[config.mk]
export PLATFORM = sky130hd
export DESIGN_NAME = risc_core_param
export DESIGN_NICKNAME = d
export VERILOG_FILES = /design/src/rtl/risc_core_param.sv
export SDC_FILE = /design/constraint.sdc
export NUM_CORES = 1
export LEC_CHECK = 0
export BUFFER_PORTS_ARGS = -buffer_cell sky130_fd_sc_hd__buf_4
export CAP_MARGIN = 20
export CORE_MARGIN = 2
export CORE_UTILIZATION = 54
export CTS_CLUSTER_DIAMETER = 80
export DETAILED_ROUTE_END_ITERATION = 8
export PLACE_DENSITY = 0.75
export RECOVER_POWER = 25
export SETUP_SLACK_MARGIN = 0.15
export SLEW_MARGIN = 20
export SYNTH_ARGS = -nofsm -noshare
export SYNTH_HDL_FRONTEND = slang
export SYNTH_SLANG_ARGS = --single-unit
[constraint.sdc]
create_clock -name clk -period 3.4 [get_ports clk]
set_input_delay 0.17 -clock clk [delete_from_list [all_inputs] [get_ports clk]]
set_output_delay 0.17 -clock clk [all_outputs]
set_load 0.03 [all_outputs]
[src/rtl/risc_core_param.sv]
// Parametrised multi-cycle accumulator CPU core with a ready/wait memory handshake.
// Define RISC_CORE_TRACE_EN to add the retire_vld/retire_pc/retire_op trace outputs.
module risc_core_param #(
  parameter int DW = 8,
  parameter int AW = 13
) (
  input  logic          clk,
  input  logic          rst,
  output logic [AW-1:0] mem_addr,
  output logic          mem_rd,
  output logic          mem_wr,
  output logic [DW-1:0] mem_wdata,
  input  logic [DW-1:0] mem_rdata,
  input  logic          mem_rdy,
  output logic          halted,
  output logic [AW-1:0] pc,
  output logic [DW-1:0] acc
`ifdef RISC_CORE_TRACE_EN
  ,
  output logic          retire_vld,
  output logic [AW-1:0] retire_pc,
  output logic [2:0]    retire_op
`endif
);

  typedef enum logic [2:0] {
    S_RST  = 3'd0,
    S_F0   = 3'd1,
    S_F1   = 3'd2,
    S_EX   = 3'd3,
    S_RD   = 3'd4,
    S_WR   = 3'd5,
    S_HALT = 3'd6
  } state_t;

  localparam logic [2:0] OP_HLT = 3'b000;
  localparam logic [2:0] OP_SKZ = 3'b001;
  localparam logic [2:0] OP_ADD = 3'b010;
  localparam logic [2:0] OP_AND = 3'b011;
  localparam logic [2:0] OP_XOR = 3'b100;
  localparam logic [2:0] OP_STO = 3'b110;
  localparam logic [2:0] OP_JMP = 3'b111;

  state_t        r_state, w_state_next;
  logic [AW-1:0] r_pc, w_pc_next;
  logic [DW-1:0] r_acc, w_acc_next;
  logic [DW-1:0] r_ir0, w_ir0_next;
  logic [DW-1:0] r_ir1, w_ir1_next;
  logic [2*DW-4:0] w_oa_full;
  logic [AW-1:0] w_oa;
  logic [2:0]    w_op;

  assign w_op      = r_ir0[DW-1:DW-3];
  assign w_oa_full = {r_ir0[DW-4:0], r_ir1};
  assign w_oa      = w_oa_full[AW-1:0];

  always_comb begin
    w_state_next = r_state;
    w_pc_next    = r_pc;
    w_acc_next   = r_acc;
    w_ir0_next   = r_ir0;
    w_ir1_next   = r_ir1;
    case (r_state)
      S_RST: w_state_next = S_F0;
      S_F0: begin
        if (mem_rdy) begin
          w_ir0_next   = mem_rdata;
          w_pc_next    = r_pc + AW'(1);
          w_state_next = S_F1;
        end
      end
      S_F1: begin
        if (mem_rdy) begin
          w_ir1_next   = mem_rdata;
          w_pc_next    = r_pc + AW'(1);
          w_state_next = S_EX;
        end
      end
      S_EX: begin
        case (w_op)
          OP_HLT: w_state_next = S_HALT;
          OP_SKZ: begin
            if (r_acc == '0) w_pc_next = r_pc + AW'(2);
            w_state_next = S_F0;
          end
          OP_JMP: begin
            w_pc_next    = w_oa;
            w_state_next = S_F0;
          end
          OP_STO:  w_state_next = S_WR;
          default: w_state_next = S_RD;
        endcase
      end
      S_RD: begin
        if (mem_rdy) begin
          case (w_op)
            OP_ADD:  w_acc_next = r_acc + mem_rdata;
            OP_AND:  w_acc_next = r_acc & mem_rdata;
            OP_XOR:  w_acc_next = r_acc ^ mem_rdata;
            default: w_acc_next = mem_rdata;
          endcase
          w_state_next = S_F0;
        end
      end
      S_WR: begin
        if (mem_rdy) w_state_next = S_F0;
      end
      S_HALT:  w_state_next = S_HALT;
      default: w_state_next = S_RST;
    endcase
  end

  always_ff @(posedge clk) begin
    if (rst) begin
      r_state <= S_RST;
      r_pc    <= '0;
      r_acc   <= '0;
      r_ir0   <= '0;
      r_ir1   <= '0;
    end else begin
      r_state <= w_state_next;
      r_pc    <= w_pc_next;
      r_acc   <= w_acc_next;
      r_ir0   <= w_ir0_next;
      r_ir1   <= w_ir1_next;
    end
  end

  // Bus outputs depend only on registered state, so wait states cannot glitch them.
  assign mem_rd    = (r_state == S_F0) || (r_state == S_F1) || (r_state == S_RD);
  assign mem_wr    = (r_state == S_WR);
  assign mem_addr  = ((r_state == S_RD) || (r_state == S_WR)) ? w_oa : r_pc;
  assign mem_wdata = r_acc;
  assign halted    = (r_state == S_HALT);
  assign pc        = r_pc;
  assign acc       = r_acc;

`ifdef RISC_CORE_TRACE_EN
  logic          w_retire;
  logic [AW-1:0] r_w0_pc;
  logic          r_retire_vld;
  logic [AW-1:0] r_retire_pc;
  logic [2:0]    r_retire_op;

  assign w_retire = ((r_state == S_EX) && ((w_op == OP_HLT) || (w_op == OP_SKZ) || (w_op == OP_JMP)))
                  || (((r_state == S_RD) || (r_state == S_WR)) && mem_rdy);

  // The pulse is registered so that mem_rdy never reaches an output combinationally.
  always_ff @(posedge clk) begin
    if (rst) begin
      r_w0_pc      <= '0;
      r_retire_vld <= 1'b0;
      r_retire_pc  <= '0;
      r_retire_op  <= '0;
    end else begin
      if ((r_state == S_F0) && mem_rdy) r_w0_pc <= r_pc;
      r_retire_vld <= w_retire;
      if (w_retire) begin
        r_retire_pc <= r_w0_pc;
        r_retire_op <= w_op;
      end
    end
  end

  assign retire_vld = r_retire_vld;
  assign retire_pc  = r_retire_pc;
  assign retire_op  = r_retire_op;
`endif

endmodule

==> out/metrics.yaml <==
clock_network:
  clock_latency_ns: 0.30
  ctsHoldBuffers: 0
  cts_sinks: 40
  h-tree-depth: 2
  root_buffer: "clkbuf_8"
  post_cts_resized: 0
  path_clk_slew_ns: 0.09
  cts_buffers: 5
  postCtsSetupBuffers: 0
  cts_tree: "built"
  clockBufferDepth: 2
detailed_routing:
  vias: 3106
  routed_wl_um: 8560
  vias_per_cell: 6.26
  firstDrtPassIters: 5
  drt_iter0_markers: 182
  drc: 0
  wl_per_cell_um: 17.3
  postRouteAntennaNets: 0
sta:
  slew_viol_final: 0
  tightest_slew_ns: 0.908
  setup_viol: 0
  slew_headroom: 0.394
  hold_viol: 0
  fin_setup_tns_ns: 0
  fin_crit_ns: 2.53
  rsz0062_at_grt: "false"
  skew_ns: 0.0137
  max_clock_freq_mhz: 395
  period_share: 0.745
flow_run:
  max-cap-violations: 0
yosys:
  yosys.area.top_type: "dfxtp_1"
  synth_edf_count: 0
  ys.warnings.count: 0
  yosys_register_bits: 40
  avgSynthCellArea_um2: 7.72
  syn_area_um2: 3030
  synth_flop_cell: "dfxtp_1"
  synth_cell_types: 61
  yosysTopAreaCellShare: 0.265
  synthArstFlopShare: 0
  synthCells: 392
  synth_top_cells_by_area: "dfxtp_1 (26%), a21oi_1 (6.0%), nand2_1 (5.1%)"
  yosysSeqAreaShare: 0.265
  syn-num-nets: 414
pwr:
  fin_total_pwr_mw: 1.44
  powerDensity_nw_per_um2: 418
  peakVddDrop_mv: 0.227
  power_leakage_nw: 1.29
setup_path:
  path_cells: "nand3_1 > buf_4 > nor2_1 > a32oi_1 > a41oi_1 > o21a_1"
  cpPeakStageDelay_ns: 0.92
  crit_type: "reg2reg"
  slowest_stage: "dfxtp_1"
  path_max_fanout: 28
  required_ns: 3.66
  critPathArrivalTime_ns: 2.79
  end_kind: "flop"
  critPathLaunchType: "flop"
outcome:
  outcome: "finished, final reports clean"
global_routing:
  antenna_found_initial: 0
  gr-total-overflow: 0
  grt_max_degree: 44
  grt_usage: 0.282
  grt_pass1_wl_um: 14000
  grt_pass1_vias: 2822
final_layout:
  drive_gt1_frac: 0.163
  n_antenna_cell: 0
  fill_cells: 522
  fin_cells: 496
  areaGrowthSynthToFinish_pct: 13.9
  nets: 445
placed_design:
  dp.cells: 488
  hpwl_um: 6030
  gp_congestion: 0.904
  port_buffers: 55
floorplanning:
  fp.dieArea_um2: 6220
  start_util: 0.553
  die_x_um: 78.9
  rows: 27
  design.core.area_um2: 5470
  ioPinCount: 56
  die_h_um: 78.9
worst_hold_path:
  hold_path.class: "in2reg"
[critical path, delay by kind of cell (launching register included)]
family                 cells  cell delay, ns
AO/OA/AOI/OAI              3            0.58
AND/OR/NAND/NOR            2            0.76
buffers and inverters      1            0.22
flip-flops                 1            0.92
[report_power, final]
group          leakage, nW  internal [mW]  switching (mW)  total [mW]
logic                0.883          0.127           0.213       0.341
registers            0.324          0.493          0.0540       0.547
clock network       0.0784          0.367           0.186       0.553
total                 1.29          0.988           0.453        1.44
[per-layer routing]
layer / track usage / vias to the layer above / wire length (um)
met3: 0.0443 / 14 / 541
met1: 0.374 / 1446 / 3690
met4: 0.0948 / 0 / 186
li1: - / 1508 / -
met2: 0.470 / 138 / 4140
met5: 0 / - / 0
[per-stage QoR]
stage	area (um2)	hold slack, ns	utilization	worst slack, ns
2_1_floorplan	3030	0.306	-	1.14
3_3_place_gp	3360	0.449	0.615	1.04
3_5_place_dp	3360	0.459	0.615	0.931
4_1_cts	3520	0.143	0.644	0.935
5_1_grt	3440	0.151	0.629	0.490
6_report	3440	0.145	0.629	0.866
[final timing paths]
| kind | from | to | slack (ns) | cells after the start |
|---|---|---|---|---|
| max | r_ir0[5] | pc[6] | 0.87 | 6 |
| min | mem_rdata[7] | r_ir0[7] | 0.14 | 3 |
| max reg2reg | r_ir0[5] | pc[6] | 0.87 | 6 |
| min reg2reg | r_ir0[3] | r_ir0[3] | 0.48 | 2 |
[layout make-up]
type / count / area (um2) / share of cell area
sequential: 40 / 801 / 0.232
multi-input combinational: 310 / 2000 / 0.581
clock buffer: 5 / 68.8 / 0.0200
tap: 72 / 90.1 / 0.0262
timing repair buffer: 60 / 372 / 0.108
clock inverter: 3 / 90.1 / 0.0262
inverter: 6 / 22.5 / 0.00654
[state kept, by name, indices dropped and copies added, names as in the netlist]
register / count
r_ir1: 8
r_ir0: 8
r_state: 3
acc: 8
pc: 13
[cells in the mapped netlist, drive strengths merged (4+ instances only)]
master and count:
nand2 42, dfxtp 40, nor2 40, a21oi 36, buf 23, o21ai 18
nand3 15, clkbuf 13, mux2 13, mux2i 12, nor2b 11, ha 10
a211oi 8, a311oi 7, nor3 7, nor4 7, and3 6, inv 6
nand2b 6, nand3b 6, a221oi 5, and2 5, a31oi 4
[layout by cell type (no fill, tap or decap), drive strengths merged, types with 8 or more instances in the layout]
cell type  synthesis  routed
buf               23      39
o21ai             18      18
clkbuf            13      26
nand3             15      15
nand2             42      42
a21oi             36      36
a211oi             8       8
nor2b             11      11
nor2              40      40
dfxtp             40      40
mux2              13      13
mux2i             12      12
ha                10      10
[cells by family (layout without fill, tap and decap cells)]
logic type / Yosys count / in the layout / synth area share
adders and majority gates: 11 / 11 / 0.0480
buffers and inverters: 42 / 74 / 0.0740
and+or+nand+nor: 160 / 160 / 0.266
muxes: 25 / 25 / 0.0881
xor gates and xnor gates: 2 / 2 / 0.00579
DFF: 40 / 40 / 0.265
AOI/OAI and AO/OA: 112 / 112 / 0.253
No activity file was read; power rests on OpenSTA's default activity.
